`config.mk`:
```
export PLATFORM = sky130hd
export DESIGN_NAME = pipelined_cla_addsub
export DESIGN_NICKNAME = d
export VERILOG_FILES = /design/src/rtl/cla_pkg.sv /design/src/rtl/cla_group.sv /design/src/rtl/pipelined_cla_addsub.sv
export SDC_FILE = /design/constraint.sdc
export NUM_CORES = 1
export LEC_CHECK = 0
export ABC_AREA = 0
export BUFFER_PORTS_ARGS = -buffer_cell sky130_fd_sc_hd__buf_2
export CELL_PAD_IN_SITES_DETAIL_PLACEMENT = 1
export CELL_PAD_IN_SITES_GLOBAL_PLACEMENT = 1
export CORE_ASPECT_RATIO = 1.5
export CORE_MARGIN = 2
export CORE_UTILIZATION = 46
export CTS_CLUSTER_SIZE = 40
export DETAILED_ROUTE_END_ITERATION = 8
export MAX_ROUTING_LAYER = met4
export PLACE_DENSITY_LB_ADDON = 0.25
export SETUP_SLACK_MARGIN = 0.05
export SYNTH_ARGS = -nofsm -noshare
export SYNTH_HDL_FRONTEND = slang
export SYNTH_SLANG_ARGS = --single-unit
```
`constraint.sdc`:
```
create_clock -name clk -period 2.4 [get_ports clk]
set_input_delay 0.6 -clock clk [delete_from_list [all_inputs] [get_ports clk]]
set_output_delay 0.6 -clock clk [all_outputs]
set_load 0.02 [all_outputs]
```
`src/rtl/cla_pkg.sv`:
```
// Shared definitions for the pipelined lookahead add/subtract unit.
// Latency: none; this file holds only constants and types.
// Backpressure: not applicable.
package cla_pkg;

    // Operation select as driven on in_sub
    localparam logic OP_ADD = 1'b0;
    localparam logic OP_SUB = 1'b1;

    // Result flags, carried together from the final stage
    typedef struct packed {
        logic c;    // carry out of MSB (subtract: 1 = no borrow)
        logic v;    // signed overflow
        logic n;    // sign of result
        logic z;    // result is zero
    } flags_t;

endpackage

```
`src/rtl/cla_group.sv`:
```
// One GROUP-bit carry-lookahead slice: sum, carry out and carry into the top bit.
// Latency: combinational.
// Backpressure: none; pipeline registers and handshake live in the parent.
//
// Ports:
//   a, b      GROUP-bit operands (b already inverted for subtract)
//   cin       carry into bit 0 of the group
//   sum       GROUP-bit sum
//   cout      carry out of the top bit of the group
//   c_msb_in  carry into the top bit of the group (used for overflow)
module cla_group #(
    parameter int GROUP = 4
) (
    input  logic [GROUP-1:0] a,
    input  logic [GROUP-1:0] b,
    input  logic             cin,
    output logic [GROUP-1:0] sum,
    output logic             cout,
    output logic             c_msb_in
);

    logic [GROUP-1:0] g;
    logic [GROUP-1:0] p;
    logic [GROUP:0]   c;
    logic             acc_c;
    logic             run_p;

    // Every carry is a flat sum-of-products of generate/propagate terms and
    // cin, so carry depth does not grow bit by bit inside the group:
    //   c[i+1] = g[i] | p[i]g[i-1] | ... | p[i]..p[0]cin
    always_comb begin
        g     = a & b;
        p     = a ^ b;
        c     = '0;
        c[0]  = cin;
        acc_c = 1'b0;
        run_p = 1'b0;
        for (int i = 0; i < GROUP; i++) begin
            acc_c = g[i];
            run_p = p[i];
            for (int j = i - 1; j >= 0; j--) begin
                acc_c = acc_c | (run_p & g[j]);
                run_p = run_p & p[j];
            end
            c[i+1] = acc_c | (run_p & cin);
        end
    end

    assign sum      = p ^ c[GROUP-1:0];
    assign cout     = c[GROUP];
    assign c_msb_in = c[GROUP-1];

endmodule

```
`src/rtl/pipelined_cla_addsub.sv`:
```
// Pipelined two's-complement add/subtract, one GROUP-bit lookahead group per stage, with C/V/N/Z flags.
// Latency: WIDTH/GROUP cycles from accept to out_valid; one beat per cycle when out_ready is high.
// Backpressure: whole pipe freezes while out_valid & !out_ready; in_ready = !out_valid | out_ready.
//
// Ports:
//   clk, rst_n                    clock, async active-low reset
//   in_valid/in_ready             operand handshake; in_a, in_b operands, in_sub 0:A+B 1:A-B
//   out_valid/out_ready           result handshake; out_sum result
//   out_c, out_v, out_n, out_z    carry-out, signed overflow, negative, zero
module pipelined_cla_addsub
    import cla_pkg::*;
#(
    parameter int WIDTH = 16,
    parameter int GROUP = 4
) (
    input  logic             clk,
    input  logic             rst_n,
    input  logic             in_valid,
    output logic             in_ready,
    input  logic [WIDTH-1:0] in_a,
    input  logic [WIDTH-1:0] in_b,
    input  logic             in_sub,
    output logic             out_valid,
    input  logic             out_ready,
    output logic [WIDTH-1:0] out_sum,
    output logic             out_c,
    output logic             out_v,
    output logic             out_n,
    output logic             out_z
);

    localparam int NSTG = WIDTH / GROUP;

    if ((GROUP < 1) || (GROUP > 8) || ((WIDTH % GROUP) != 0)) begin : g_bad_param
        $error("pipelined_cla_addsub: GROUP must be 1..8 and divide WIDTH");
    end

    logic             advance;
    logic             out_valid_q;
    logic [WIDTH-1:0] out_sum_q;
    flags_t           out_flg_q;

    // Inputs seen by stage k. Remaining operand bits are shifted down as
    // they travel, so every stage finds its group in the low GROUP bits.
    logic [WIDTH-1:0] src_a [NSTG];
    logic [WIDTH-1:0] src_b [NSTG];
    logic [WIDTH-1:0] src_s [NSTG];
    logic             src_c [NSTG];
    logic             src_v [NSTG];

    assign advance  = !out_valid_q | out_ready;
    assign in_ready = advance;

    assign src_a[0] = in_a;
    assign src_b[0] = in_b ^ {WIDTH{in_sub == OP_SUB}};
    assign src_c[0] = (in_sub == OP_SUB);
    assign src_s[0] = '0;
    assign src_v[0] = in_valid & advance;

    for (genvar k = 0; k < NSTG; k++) begin : g_stg
        logic [GROUP-1:0] g_sum;
        logic             g_cout;
        logic             g_cmsb;
        logic [WIDTH-1:0] s_d;

        cla_group #(.GROUP(GROUP)) u_grp (
            .a        (src_a[k][GROUP-1:0]),
            .b        (src_b[k][GROUP-1:0]),
            .cin      (src_c[k]),
            .sum      (g_sum),
            .cout     (g_cout),
            .c_msb_in (g_cmsb)
        );

        // Group bits of the partial sum are still zero here, so OR inserts them
        assign s_d = src_s[k] | (WIDTH'(g_sum) << (k * GROUP));

        if (k < NSTG - 1) begin : g_mid
            logic [WIDTH-1:0] a_q;
            logic [WIDTH-1:0] b_q;
            logic [WIDTH-1:0] s_q;
            logic             c_q;
            logic             v_q;

            // Valid shifts on every advance so bubbles move like beats;
            // data only loads with a real beat.
            always_ff @(posedge clk or negedge rst_n) begin
                if (!rst_n) begin
                    a_q <= '0;
                    b_q <= '0;
                    s_q <= '0;
                    c_q <= 1'b0;
                    v_q <= 1'b0;
                end else if (advance) begin
                    v_q <= src_v[k];
                    if (src_v[k]) begin
                        a_q <= src_a[k] >> GROUP;
                        b_q <= src_b[k] >> GROUP;
                        s_q <= s_d;
                        c_q <= g_cout;
                    end
                end
            end

            assign src_a[k+1] = a_q;
            assign src_b[k+1] = b_q;
            assign src_s[k+1] = s_q;
            assign src_c[k+1] = c_q;
            assign src_v[k+1] = v_q;
        end else begin : g_last
            // Final stage is the output register; flags come from the same beat
            always_ff @(posedge clk or negedge rst_n) begin
                if (!rst_n) begin
                    out_valid_q <= 1'b0;
                    out_sum_q   <= '0;
                    out_flg_q   <= '0;
                end else if (advance) begin
                    out_valid_q <= src_v[k];
                    if (src_v[k]) begin
                        out_sum_q <= s_d;
                        out_flg_q <= {g_cout, g_cmsb ^ g_cout, s_d[WIDTH-1], ~|s_d};
                    end
                end
            end
        end
    end

    assign out_valid = out_valid_q;
    assign out_sum   = out_sum_q;
    assign out_c     = out_flg_q.c;
    assign out_v     = out_flg_q.v;
    assign out_n     = out_flg_q.n;
    assign out_z     = out_flg_q.z;

endmodule

```
## After elaboration in Yosys (flattened, before gate mapping)

Index checks and enable logic that the tools add are counted.

| word-level totals | value |
|---|---|
| bits in writable memories | 0 |
| output and inout bits | 22 |
| input port bits | 37 |
| ROM bits | 0 |
| bits in registers | 111 |
| latch bits | 0 |
| logic and storage cells | 151 |
| memories kept | 0 |

| cells by class | value |
|---|---|
| equal/unequal tests | 0 |
| muxes and demuxes | 0 |
| shifts and indexed selects | 0 |
| $add $sub $neg | 0 |
| reduce and logical (&&, ||, !) cells | 7 |
| multiply operators | 0 |
| magnitude comparators | 0 |
| divide/modulo/power cells | 0 |
| bitwise logic cells | 123 |

Operator list:

| operator | count |
|---|---|
| AND 1 bit | 65 |
| bitwise OR 1 bit | 41 |
| bitwise XOR 4 bit | 8 |
| AND 4 bit | 4 |
| bitwise OR 16 x 12 -> 16 bit | 1 |
| bitwise OR 16 bit | 1 |
| OR reduction 16 bit | 1 |
| bitwise XOR 16 bit | 1 |
| bitwise OR 4 x 8 -> 8 bit | 1 |
| AND reduction 2 bit | 4 |
| zero test 1 bit | 2 |
| bitwise XOR 1 bit | 1 |

## Depth between registers and ports, before layout

Gate-level depths: netlist of run 1.

| logic depth | value |
|---|---|
| depth in word-level cells | 9 |
| depth in mapped cells | 8 |

## By module

Synthesis of run 1 repeated with hierarchy kept, for this count alone.

| unflattened totals | value |
|---|---|
| cells, all modules | 320 |
| area, all modules | 4615.7 um2 |

Modules (own cells, without submodules):

| module | sequential area each (um2) | instances | area each (um2) | cells an instance |
|---|---|---|---|---|
| pipelined_cla_addsub | 2452.4 | 1 | 4010.1 | 252 |
| cla_group at g_stg[0].u_grp ... | 0.0 | 3 | 155.1 | 18 |
| cla_group at g_stg[3].u_grp | 0.0 | 1 | 140.1 | 14 |

## Worst setup path before layout of run 1

Ideal clock, no wire load.

| timing | value |
|---|---|
| path kind | input port to flip-flop |
| start | input port in_sub |
| end | register g_stg[0].g_mid.s_q[3] |
| path buffers | 2 |
| slack | 0.043 ns |
| setup time | 0.104 ns |
| arrival time | 2.253 ns |
| cell stages on the path | 8 |
| path through | buf_6 > buf_2 > xor2_1 > ha_1 > a21o_1 > a21o_1 > a2111o_1 > o311ai_1 |

| between the ends | value |
|---|---|
| cells in the longest elaborated chain, start to end | 7 |
| elaborated cells on any way between the ends | 12 |
| those cells by class | bitwise: 12 |

Ends and longest elaborated chain:

| what | line | source |
|---|---|---|
| from (decl) | pipelined_cla_addsub.sv:22 | `input logic in_sub,` |
| bitwise XOR 16 bit | pipelined_cla_addsub.sv:55 | `assign src_b[0] = in_b ^ {WIDTH{in_sub == OP_SUB}};` |
| bitwise XOR 4 bit or AND 4 bit (tied branches) | cla_group.sv:33, cla_group.sv:32 |  |
| AND 1 bit, on equally long branches | cla_group.sv:42, cla_group.sv:43 |  |
| bitwise OR 1 bit, or another cell as far along | cla_group.sv:42 | `acc_c = acc_c \| (run_p & g[j]);` |
| bitwise OR 1 bit or AND 1 bit (tied branches) | cla_group.sv:42, cla_group.sv:45 |  |
| bitwise OR 1 bit | cla_group.sv:45 | `c[i+1] = acc_c \| (run_p & cin);` |
| bitwise XOR 4 bit * | cla_group.sv:49 | `assign sum = p ^ c[GROUP-1:0];` |
| to (signal assigned) | pipelined_cla_addsub.sv:91 | `s_q <= '0;` |
| to (signal assigned) | pipelined_cla_addsub.sv:99 | `s_q <= s_d;` |
| to (decl) | pipelined_cla_addsub.sv:81 | `logic [WIDTH-1:0] s_q;` |

Mark *: on every way between the ends. The rest lies on a longest branch, timed or not.
A chain may end at the register's enable or synchronous reset.

## Worst setup path after layout of run 1

Ends and elaborated chain as after synthesis.

==> impl_metrics.ini, run 1 <==
[outcome]
status = complete, no violations

[synthesis]
synth_top_area_share_pct = 56.2
synth_top_cell_by_area = dfrtp_1
synth-edff-count = 0
yosysWarnings = 0
synthTopCellsByCount = dfrtp_1, mux2_2, nand2_1, o21ai_0, xnor2_1
synth-seq-cells = 98
synth.net_count = 392
synthTopCellsByArea = dfrtp_1, mux2_2, ha_1
ys_seq_area_share_pct = 56.2
syn_area_um2 = 4370
async_flop_share_pct = 100
synth.avg_cell_area_um2 = 13.0
synth-main-ff-cell = dfrtp_1
yosysUniqueCellTypes = 30
synthesis.instances = 336
yosysMostFrequentCell = dfrtp_1

[clock_network]
max-clock-path-buffers = 2
clock_latency_ps = 340
htreeDepth = 3
holdBufCountCts = 0
root_buffer = clkbuf_16
cts_buffers = 9
ctsResizeCount = 0
cts_setup_buffers = 0
cts_tree = built
cts_sinks = 98
clkTransAtPathRegs_ps = 70

[floorplanning]
die_h_um = 123
die_area_um2 = 10300
rows = 43
die_w_um = 83.6
start_util_pct = 47.2
pin_count = 59
fp.coreArea_um2 = 9250

[timing]
setup_viol = 0
rsz0062_at_grt = false
finalCritPeriodShare_pct = 79.2
slew_headroom_pct = 70.3
worst_pin_slew_ps = 446
fin_skew_ps = 9.10
finalMaxSlewViolations = 0
setup_ws_ps = 500
post-route-min-period_ps = 1900
fin_setup_tns_ps = 0
max_freq_mhz = 526
finalHoldViolCount = 0

[grt]
grt_pass1_vias = 2906
globalRouteMet1Util_pct = 20.6
overflow = 0
met2_usage_pct = 30.1
met3_usage_pct = 4.21
top_usage_layer = met2
grt_pass1_wl_mm = 13.9
grt_max_degree = 35
antenna_found_initial = 0
track_usage_pct = 17.8

[cells_and_area]
nets = 458
drive_above_1_share_pct = 36.2
seqCellArea_um2 = 2450
diodes = 0
multiInputGateArea_um2 = 1790
nFillCells = 1000
area_delta_synth_final_pct = 16.6

[pwr]
p_leak_nw = 2.41
p_per_area_nw_per_um2 = 1330
vdd_ir_drop_max_mv = 0.520

[placed_design]
io_buffer_count = 58
dpl.hpwl_mm = 6.16
place_congestion = 0.747
dp_slack_ps = 154

[route]
drc = 0
dr.pass1.iters = 4
vias = 2687
routedWlPerCell_um = 15.7
drt_iter0_drc = 95
vias_per_cell = 5.19
wirelength_mm = 8.11
ant_nets = 0

[critical_path]
crit_chain = buf_2, xor2_1, ha_1, a21o_1, a21o_1, a2111o_1, o311ai_1
critPathRequiredTime_ps = 2640
cp_max_fo = 4
cpMostUsedCell = a21o_1
crit_arrival_ps = 2130
r2r_slack_ps = 520
slowest_stage = a2111o_1
slowest_delay_ps = 440
critPathCaptureType = flip-flop
cp-start-kind = primary input
path_class = primary input to flip-flop

[worst_hold_path]
worstHoldPathType = primary input to asynchronous set/reset pin

[run]
drv_cap = 0
routing by layer:
layer  up-vias  routed length, µm
met1      1323               3420
met4         0                161
met2        51               4220
li1       1300                  -
met5         -                  0
met3        13                312
power by group:
group / switching [mW] / internal, mW / total [mW]
sequential: 0.452 / 2.38 / 2.84
combinational: 1.34 / 1.33 / 2.67
clock: 0.585 / 0.699 / 1.28
cells in the final DEF, fill, tap and decap left out, types with 2 or more instances in the layout:
cell type   n
nor4b_1     2
nor2b_1     3
buf_12      2
ha_1       16
o21ai_0    28
buf_2      57
xnor2_1    20
inv_1       9
a211oi_1    2
clkbuf_1    2
buf_4      12
xor2_1      6
a21o_1      6
nor2_1      5
a21oi_1     4
a2111o_1    3
fa_1        3
o311ai_0    2
mux2_2     62
dfrtp_1    98
clkinv_4    2
nand2_1    33
o31ai_1     3
mux2i_1     8
clkbuf_16   9
state kept, by name, summed over array words and instances (netlist names), 3 cells and up:
register / cells
g_stg.g_mid.c_q: 3
g_stg.g_mid.s_q: 24
g_stg.g_mid.a_q: 24
out_sum: 16
g_stg.g_mid.v_q: 3
g_stg.g_mid.b_q: 24
through the flow:
step / std cells / utilization, % / instance area, µm² / power, mW / hold WS [ps]
after floorplan: 336 / - / 4370 / 4.75 / 304
after global placement: 503 / 52.2 / 4830 / 5.37 / 460
after detailed placement: 503 / 52.2 / 4830 / 5.58 / 475
after CTS: 518 / 55.0 / 5090 / 6.91 / 202
after global routing: 518 / 55.0 / 5090 / 7.30 / 217
final: 518 / 55.0 / 5090 / 6.79 / 197
final cells by class:
| cell class | count | share of cell area [%] |
|---|---|---|
| Clock buffer | 11 | 4.57 |
| Clock inverter | 4 | 0.590 |
| Inverter | 9 | 0.663 |
| Multi-Input combinational cell | 213 | 35.1 |
| Sequential cell | 98 | 48.1 |
| Tap cell | 112 | 2.75 |
| Timing Repair Buffer | 71 | 8.16 |
critical path, delay by kind of cell:
kind / cells / cell delay, ps
AOI/OAI and AO/OA: 4 / 950
xor gates and xnor gates: 1 / 160
adders and majority gates: 1 / 310
buffers and inverters: 1 / 120
cells by family (layout without fill, tap and decap cells):
group | after synthesis | in the layout | synth area share (%)
simple gates | 47 | 47 | 4.64
xor+xnor | 26 | 26 | 5.21
flops | 98 | 98 | 56.2
compound gates | 51 | 51 | 7.34
mux | 70 | 70 | 17.8
buf+inv | 25 | 95 | 2.87
fa+ha+maj | 19 | 19 | 5.96
worst paths after layout:
check | cells after the start | end | start
max | 7 | g_stg[0].g_mid.s_q[3] | in_sub
min | 1 | out_sum[3] | rst_n
max reg2reg | 6 | out_z | g_stg[2].g_mid.a_q[0]
min reg2reg | 2 | g_stg[0].g_mid.b_q[10] | g_stg[0].g_mid.b_q[10]
max in group asynchronous | 2 | g_stg[0].g_mid.b_q[7] | rst_n
min in group clk | 2 | g_stg[0].g_mid.b_q[10] | g_stg[0].g_mid.b_q[10]
No activity file was read; power rests on OpenSTA's default activity.
==> run 2, diff against run 1 <==
--- a/config.mk
+++ b/config.mk
@@ -11,7 +11,7 @@
 export CELL_PAD_IN_SITES_GLOBAL_PLACEMENT = 1
 export CORE_ASPECT_RATIO = 1.5
 export CORE_MARGIN = 2
-export CORE_UTILIZATION = 46
+export CORE_UTILIZATION = 42
 export CTS_CLUSTER_SIZE = 40
 export DETAILED_ROUTE_END_ITERATION = 8
 export MAX_ROUTING_LAYER = met4
==> constraint.sdc (replaced) <==
create_clock -name clk -period 1.7 [get_ports clk]
set_input_delay 0.425 -clock clk [delete_from_list [all_inputs] [get_ports clk]]
set_output_delay 0.425 -clock clk [all_outputs]
set_load 0.02 [all_outputs]
==> impl_metrics.ini, run 2 (synthesis gave the netlist of run 1 again) <==
[cells_and_area]
nets = 481
area_delta_synth_final_pct = 23.4
final_cell_mix = dfrtp_1, mux2_2, buf_2, nand2_1, buf_4
stdcell_area_um2 = 5390
drive_above_1_share_pct = 42.3
diodes = 0
reg.largest.list = g_stg.g_mid.a_q: 24 flops, g_stg.g_mid.b_q: 24 flops, g_stg.g_mid.s_q: 24 flops
fin_cells = 547
final_common_cell = dfrtp_1

[pwr]
p_comb_share_pct = 42.8
p_per_area_nw_per_um2 = 1920
p_sw_mw = 3.57
seq_power_share_pct = 38.8
p_leak_nw = 2.56
netSwitchingFraction_pct = 34.5
vdd_ir_drop_max_mv = 0.714
power_frac_clock_pct = 18.5
intPower_mw = 6.78

[outcome]
violations = setup timing
status = complete, but fails checks

[critical_path]
crit_chain = inv_1, fa_1, nor4b_4, nand2_1, nor4b_2, a32o_1
slowest_stage = fa_1
path_class = flip-flop to flip-flop
critPathRequiredTime_ps = 1990
startpoint = g_stg[2].g_mid.b_q[0]
r2r_start = g_stg[2].g_mid.b_q[0]
crit_arrival_ps = 2010
cp-start-kind = flip-flop
critPathCaptureType = flip-flop
slowest_delay_ps = 530
r2r_slack_ps = -30
cp_max_fo = 3

[clock_network]
clock_latency_ps = 340
root_buffer = clkbuf_16
cts_sinks = 98
cts_tree = built
clkTransAtPathRegs_ps = 60
htreeDepth = 3
cts_buffers = 9
max-clock-path-buffers = 2

[floorplanning]
die_h_um = 129
fp.coreArea_um2 = 10100
die_w_um = 87.3
rows = 45
pin_count = 59
die_area_um2 = 11200
start_util_pct = 43.1

[timing]
finalMaxSlewViolations = 0
max_freq_mhz = 579
setup_ws_ps = -28.6
worst_pin_slew_ps = 555
post-route-min-period_ps = 1730
fin_skew_ps = 6.72
fin_setup_tns_ps = -28.6
setup_viol = 1
rsz0062_at_grt = true
finalHoldViolCount = 0
slew_headroom_pct = 63.0
finalCritPeriodShare_pct = 102

[route]
wirelength_mm = 8.38
vias = 2765
drc = 0
drt_iter0_drc = 78
vias_per_cell = 5.05
dr.pass1.iters = 4
ant_nets = 0
routedWlPerCell_um = 15.3

[run]
drv_cap = 0

[worst_hold_path]
worstHoldPathType = primary input to asynchronous set/reset pin

[placed_design]
io_buffer_count = 58
dpl.hpwl_mm = 6.20
dp_cells = 527
placed_area_um2 = 5010
place_congestion = 0.722

[grt]
grt_pass1_wl_mm = 14.5
track_usage_pct = 17.3
grt_pass1_vias = 3050
grt_max_degree = 99
antenna_found_initial = 0
overflow = 0
-- run 2: cell types whose count changed in the layout (fill, tap and decap cells not counted), sizes merged --
cell,before,now
buf,71,94
clkbuf,11,12
-- run 2: power by group through the flow --
stage | Sequential [mW] | Clock [mW] | Combinational, mW
3_3_place_gp | 3.96 | 0 | 3.99
3_5_place_dp | 4.05 | 0 | 4.20
2_1_floorplan | 4.11 | 0 | 2.62
6_report | 4.01 | 1.91 | 4.42
4_1_cts | 4.02 | 1.98 | 4.40
5_1_grt | 4.16 | 2.04 | 4.95
-- run 2: layer usage --
layer,part of all wire (%),track usage [%],vias to the layer above,wire [µm]
li1,-,-,1351,-
met1,43,20.1,1348,3620
met2,51,28.4,53,4300
met3,2.9,2.89,13,245
met4,2.7,8.96,0,225
met5,0,-,-,0
-- run 2: path summary, 6_finish.rpt --
kind,to,depth (start not counted)
setup / recovery,out_z,6
hold / removal,out_sum[1],2
setup reg to reg,out_z,6
hold reg to reg,out_v,2
max in group asynchronous,g_stg[1].g_mid.b_q[1],2
min in group clk,g_stg[0].g_mid.a_q[9],2
-- run 2: critical path: cells and delay by family, from the launching register on --
| kind | cells | cell delay [ps] |
|---|---|---|
| compound gates | 1 | 190 |
| fa+ha+maj | 1 | 530 |
| buf+inv | 1 | 60 |
| flops | 1 | 370 |
| simple gates | 3 | 510 |
-- run 2: per-stage QoR --
stage / util (%) / worst slack (ps) / hold WS [ps] / total power, mW
6_report: 53.2 / -28.6 / 83.3 / 10.3
2_1_floorplan: - / -308 / 129 / 6.73
4_1_cts: 52.7 / -68.4 / 151 / 10.4
3_3_place_gp: 49.4 / -168 / 454 / 7.95
3_5_place_dp: 49.4 / -216 / 462 / 8.26
5_1_grt: 53.2 / -165 / 147 / 11.2
-- run 2: timing repair --
item / 4_1_cts / 5_1_grt
setup buffers: 2 / 2
hold buffers: 0 / 0
pin swaps: 5 / 3
gates resized for setup: 8 / 7
endpoints found under the setup margin: 6 / 7
-- run 2: cell type report --
cell class	instances	area [µm²]
clock buffers	12	256
clock inverters	4	26.3
fillers	1102	4750
inverters	9	33.8
multi-input cells	213	1860
flip-flops and latches	98	2450
well taps	117	146
repair buffers	94	613
